==> src/rtl/delay_line_capture.sv <==
`default_nettype none
// ============================================================================
// Module   : delay_line_capture
// Brief    : Fires a launch pulse into a tapped delay line on a UART RX falling
//            edge, snapshots the taps and offers them over valid/ready.
// Revision : 1.0  initial release
// ============================================================================
module delay_line_capture #(
    parameter int P_LENGTH = 16,
    parameter int P_SETTLE = 4,
    parameter int P_CW     = $clog2(P_LENGTH + 1)
) (
    input  logic                i_clk,
    input  logic                i_rst,
    input  logic                i_trig,
    output logic                o_launch,
    input  logic [P_LENGTH-1:0] i_taps,
    output logic [P_LENGTH-1:0] o_data,
    output logic [P_CW-1:0]     o_count,
    output logic                o_bubble,
    output logic                o_valid,
    input  logic                i_ready,
    output logic                o_overrun
);

    localparam int                 c_ctr_w    = $clog2(P_SETTLE + 1);
    localparam logic [c_ctr_w-1:0] c_ctr_last = c_ctr_w'(P_SETTLE - 1);

    typedef enum logic [2:0] {
        S_IDLE    = 3'd0,
        S_LAUNCH  = 3'd1,
        S_CAPTURE = 3'd2,
        S_HOLD    = 3'd3,
        S_RECOVER = 3'd4
    } state_t;

    state_t              r_state;
    logic [c_ctr_w-1:0]  r_ctr;
    logic                r_sync1;
    logic                r_sync2;
    logic [P_LENGTH-1:0] r_cap;
    logic [P_LENGTH-1:0] r_data;
    logic [P_CW-1:0]     r_count;
    logic                r_bubble;
    logic                r_valid;
    logic                r_overrun;

    logic                w_edge;
    logic [P_CW-1:0]     w_popcount;
    logic                w_bubble;

    // Sync flops idle high so a released reset never looks like a falling edge.
    assign w_edge = r_sync2 & ~r_sync1;

    always_comb begin
        w_popcount = '0;
        for (int i = 0; i < P_LENGTH; i++) begin
            w_popcount = w_popcount + P_CW'(r_cap[i]);
        end
    end

    // A clean thermometer 0..01..1 plus one is a power of two, sharing no set bits.
    assign w_bubble = |(r_cap & (r_cap + P_LENGTH'(1)));

    always_ff @(posedge i_clk or posedge i_rst) begin
        if (i_rst) begin
            r_state   <= S_IDLE;
            r_ctr     <= '0;
            r_sync1   <= 1'b1;
            r_sync2   <= 1'b1;
            r_cap     <= '0;
            r_data    <= '0;
            r_count   <= '0;
            r_bubble  <= 1'b0;
            r_valid   <= 1'b0;
            r_overrun <= 1'b0;
        end else begin
            r_sync1 <= i_trig;
            r_sync2 <= r_sync1;

            if (w_edge && (r_state != S_IDLE)) begin
                r_overrun <= 1'b1;
            end

            case (r_state)
                S_IDLE: begin
                    if (w_edge) begin
                        r_state <= S_LAUNCH;
                        r_ctr   <= '0;
                    end
                end
                S_LAUNCH: begin
                    r_ctr <= r_ctr + 1'b1;
                    if (r_ctr == c_ctr_last) begin
                        r_cap   <= i_taps;
                        r_state <= S_CAPTURE;
                    end
                end
                S_CAPTURE: begin
                    r_data   <= r_cap;
                    r_count  <= w_popcount;
                    r_bubble <= w_bubble;
                    r_valid  <= 1'b1;
                    r_state  <= S_HOLD;
                end
                S_HOLD: begin
                    if (i_ready) begin
                        r_valid <= 1'b0;
                        r_ctr   <= '0;
                        r_state <= S_RECOVER;
                    end
                end
                S_RECOVER: begin
                    r_ctr <= r_ctr + 1'b1;
                    if (r_ctr == c_ctr_last) begin
                        r_state <= S_IDLE;
                    end
                end
                default: begin
                    r_state <= S_IDLE;
                end
            endcase
        end
    end

    // Decoded straight from state so it drops the instant reset asserts.
    assign o_launch  = (r_state == S_LAUNCH);
    assign o_data    = r_data;
    assign o_count   = r_count;
    assign o_bubble  = r_bubble;
    assign o_valid   = r_valid;
    assign o_overrun = r_overrun;

endmodule
`default_nettype wire

==> config.mk <==
export PLATFORM = sky130hd
export DESIGN_NAME = delay_line_capture
export DESIGN_NICKNAME = d
export VERILOG_FILES = /design/src/rtl/delay_line_capture.sv
export SDC_FILE = /design/constraint.sdc
export NUM_CORES = 1
export LEC_CHECK = 0
export ABC_CLOCK_PERIOD_IN_PS = 5300
export CAP_MARGIN = 25
export CORE_MARGIN = 5
export CORE_UTILIZATION = 25
export DETAILED_ROUTE_END_ITERATION = 10
export DONT_BUFFER_PORTS = 1
export SLEW_MARGIN = 10
export SYNTH_ARGS = -nofsm -noshare
export SYNTH_HDL_FRONTEND = slang
export SYNTH_SLANG_ARGS = --single-unit
==> constraint.sdc <==
create_clock -name i_clk -period 5.3 [get_ports i_clk]
set_clock_uncertainty 0.05 [all_clocks]
set_input_delay 1.06 -clock i_clk [delete_from_list [all_inputs] [get_ports i_clk]]
set_output_delay 1.06 -clock i_clk [all_outputs]
set_load 0.02 [all_outputs]
==> flow_metrics.env <==
export IMPL_path_class="reg -> reg"
export IMPL_setup_viol_count_final=0
export IMPL_grt_max_degree=49
export IMPL_synth_top_cells_by_count="60 x nand2_1, 46 x dfrtp_1, 37 x o21ai_0, 27 x inv_1, 10 x fa_1"
export IMPL_rsz0062_at_grt="no"
export IMPL_insertion_delay_ps=300
export IMPL_synth_top_area_frac=0.4817
export IMPL_hold_ws_ps=318.1
export IMPL_maxCapViolations=0
export IMPL_synth_ff_type="dfrtp_1"
export IMPL_syn2layout_area_growth_pct=10.42
export IMPL_postCtsHoldBufs=0
export IMPL_clock_path_buffers=2
export IMPL_drt_total_wl_um=5496
export IMPL_io_pins=45
export IMPL_crit_path_max_fanout=4
export IMPL_final_layout_size_suffix_gt1_frac=0.07377
export IMPL_grt_first_pass_wirelength_um=8728
export IMPL_worst_slack_ps=1589
export IMPL_path_clk_slew_ps=90
export IMPL_grt_pass1_vias=1637
export IMPL_place_gp_congestion=0.8348
export IMPL_fin_crit_ps=3711
export IMPL_synth_area_leader_cell="dfrtp_1"
export IMPL_outcome="completed"
export IMPL_synth_most_common_cell="nand2_1"
export IMPL_wl_per_cell_um=14.73
export IMPL_worstPathArrival_ps=3840
export IMPL_tightest_slew_ps=984.8
export IMPL_setup_tns_ps=0
export IMPL_dr_pass1_iters=4
export IMPL_synth_net_count=284
export IMPL_design_core_area_um2=9284
export IMPL_ys_ff_latch=48
export IMPL_final_util=0.2842
export IMPL_max_slew_margin_rel=0.3428
export IMPL_drc=0
export IMPL_synth_edff_count=0
export IMPL_drtAntennaViolNets=0
export IMPL_syn_inst=245
export IMPL_drt_iter0_markers=74
export IMPL_synthTopCellsByArea="dfrtp_1 48%, nand2_1 9.4%, fa_1 8.4%, o21ai_0 7.7%, ha_1 4.7%"
export IMPL_yosysSeqAreaShare=0.5037
export IMPL_via_count=1630
export IMPL_die_w_um=107.8
export IMPL_async_reset_ff_frac=1.000
export IMPL_finalHoldViolCount=0
export IMPL_io_buffers=0
export IMPL_post_cts_resized=0
export IMPL_numCtsBuffers=5
export IMPL_htreeDepth=2
export IMPL_hold_class="reg -> reg"
export IMPL_rows=35
export IMPL_yosysUniqueCellTypes=33
export IMPL_cts_root_buf="clkbuf_8"
export IMPL_cp_required_ps=5430
export IMPL_die_area_um2=11610
export IMPL_yosysWarnings=0
export IMPL_die_y_um=107.8
export IMPL_pre_cts_ws_ps=1605
export IMPL_via_per_inst=4.370
export IMPL_grt_overflow_total=0
export IMPL_worstSetupEndpointType="flop"
export IMPL_synth_area_um2=2390
export IMPL_fmax_mhz=269.5
export IMPL_diodes=0
export IMPL_antenna_found_initial=0
export IMPL_critPathLaunchType="flop"
export IMPL_grtUsageTotal=0.09815
export IMPL_tritoncts="done"
export IMPL_slew_viol_final=0
export IMPL_clock_sinks=48
export IMPL_layout_nets=282
export IMPL_syn_area_per_cell_um2=9.754
export IMPL_post_cts_buffers=0
export IMPL_initial_core_util=0.2574
export IMPL_dp_hpwl_um=4142
export IMPL_fin_crit_sh=0.7002
## cells in the final DEF (no fill, tap or decap), types with 3 or more instances in the layout
master     n
ha_1       9
mux2_2     3
o21ai_0   37
dfrtp_1   46
nand2_1   60
clkbuf_8   5
nor3_1     3
a21oi_1    5
nand2b_1   3
fa_1      10
inv_1     26
nor2_1     4
## kinds of logic (layout without fill, tap and decap cells)
family | Yosys count | in the layout | share of synthesized area
and+or+nand+nor | 80 | 80 | 0.1440
AOI/OAI and AO/OA | 55 | 55 | 0.1372
DFF | 48 | 48 | 0.5037
buffers and inverters | 38 | 37 | 0.06283
adders and majority gates | 19 | 19 | 0.1309
muxes | 3 | 3 | 0.01414
xor gates and xnor gates | 2 | 2 | 0.007331
## path summary, 6_finish.rpt
| kind | startpoint | to | slack, ps | cells past startpoint |
|---|---|---|---|---|
| setup / recovery | r_cap[5] | o_count[4] | 1590 | 11 |
| hold / removal | r_sync1 | r_sync2 | 320 | 0 |
| setup reg to reg | r_cap[5] | o_count[4] | 1590 | 11 |
| hold reg to reg | r_sync1 | r_sync2 | 320 | 0 |
| max in group asynchronous | i_rst | o_data[0] | 4200 | 2 |
| min in group asynchronous | i_rst | r_state[1] | 510 | 1 |
## per-stage QoR
| stage | instance area, µm² | instances |
|---|---|---|
| final | 2639 | 373 |
| after floorplan | 2390 | 245 |
| after CTS | 2619 | 372 |
| after detailed placement | 2512 | 364 |
| after global routing | 2639 | 373 |
| after global placement | 2512 | 364 |
## layout make-up
| cell class | instances | area (µm²) |
|---|---|---|
| Clock inverter | 1 | 30.03 |
| Multi-Input combinational cell | 159 | 1039 |
| Clock buffer | 7 | 76.32 |
| Sequential cell | 48 | 1204 |
| Fill cell | 1017 | 6645 |
| Timing Repair Buffer | 2 | 27.53 |
| Inverter | 27 | 101.3 |
| Tap cell | 129 | 161.4 |
## critical path, stage by stage (launching register included)
cell     delay, ps
dfrtp_1        410
inv_1          140
fa_1           560
fa_1           440
fa_1           500
fa_1           490
inv_1           40
ha_1           190
fa_1           400
a21oi_1        150
nor2_1          50
a22o_1         180
## flip-flops by register name (all words and copies together), names as in the netlist
name	flops
o_valid	1
r_sync2	1
r_cap	16
r_ctr	3
o_count	5
r_sync1	1
o_bubble	1
r_state	3
o_overrun	1
o_data	16
## routing by layer
metal | up-vias | track usage | share of wire
met1 | 783 | 0.1214 | 0.44
li1 | 793 | - | -
met2 | 48 | 0.1488 | 0.44
met5 | - | 0 | 0
met4 | 0 | 0.02705 | 0.013
met3 | 6 | 0.05219 | 0.10
Power is left out: the tool's default activity adds up to more than one toggle a clock period on the data nets, which glitch-free logic cannot reach.
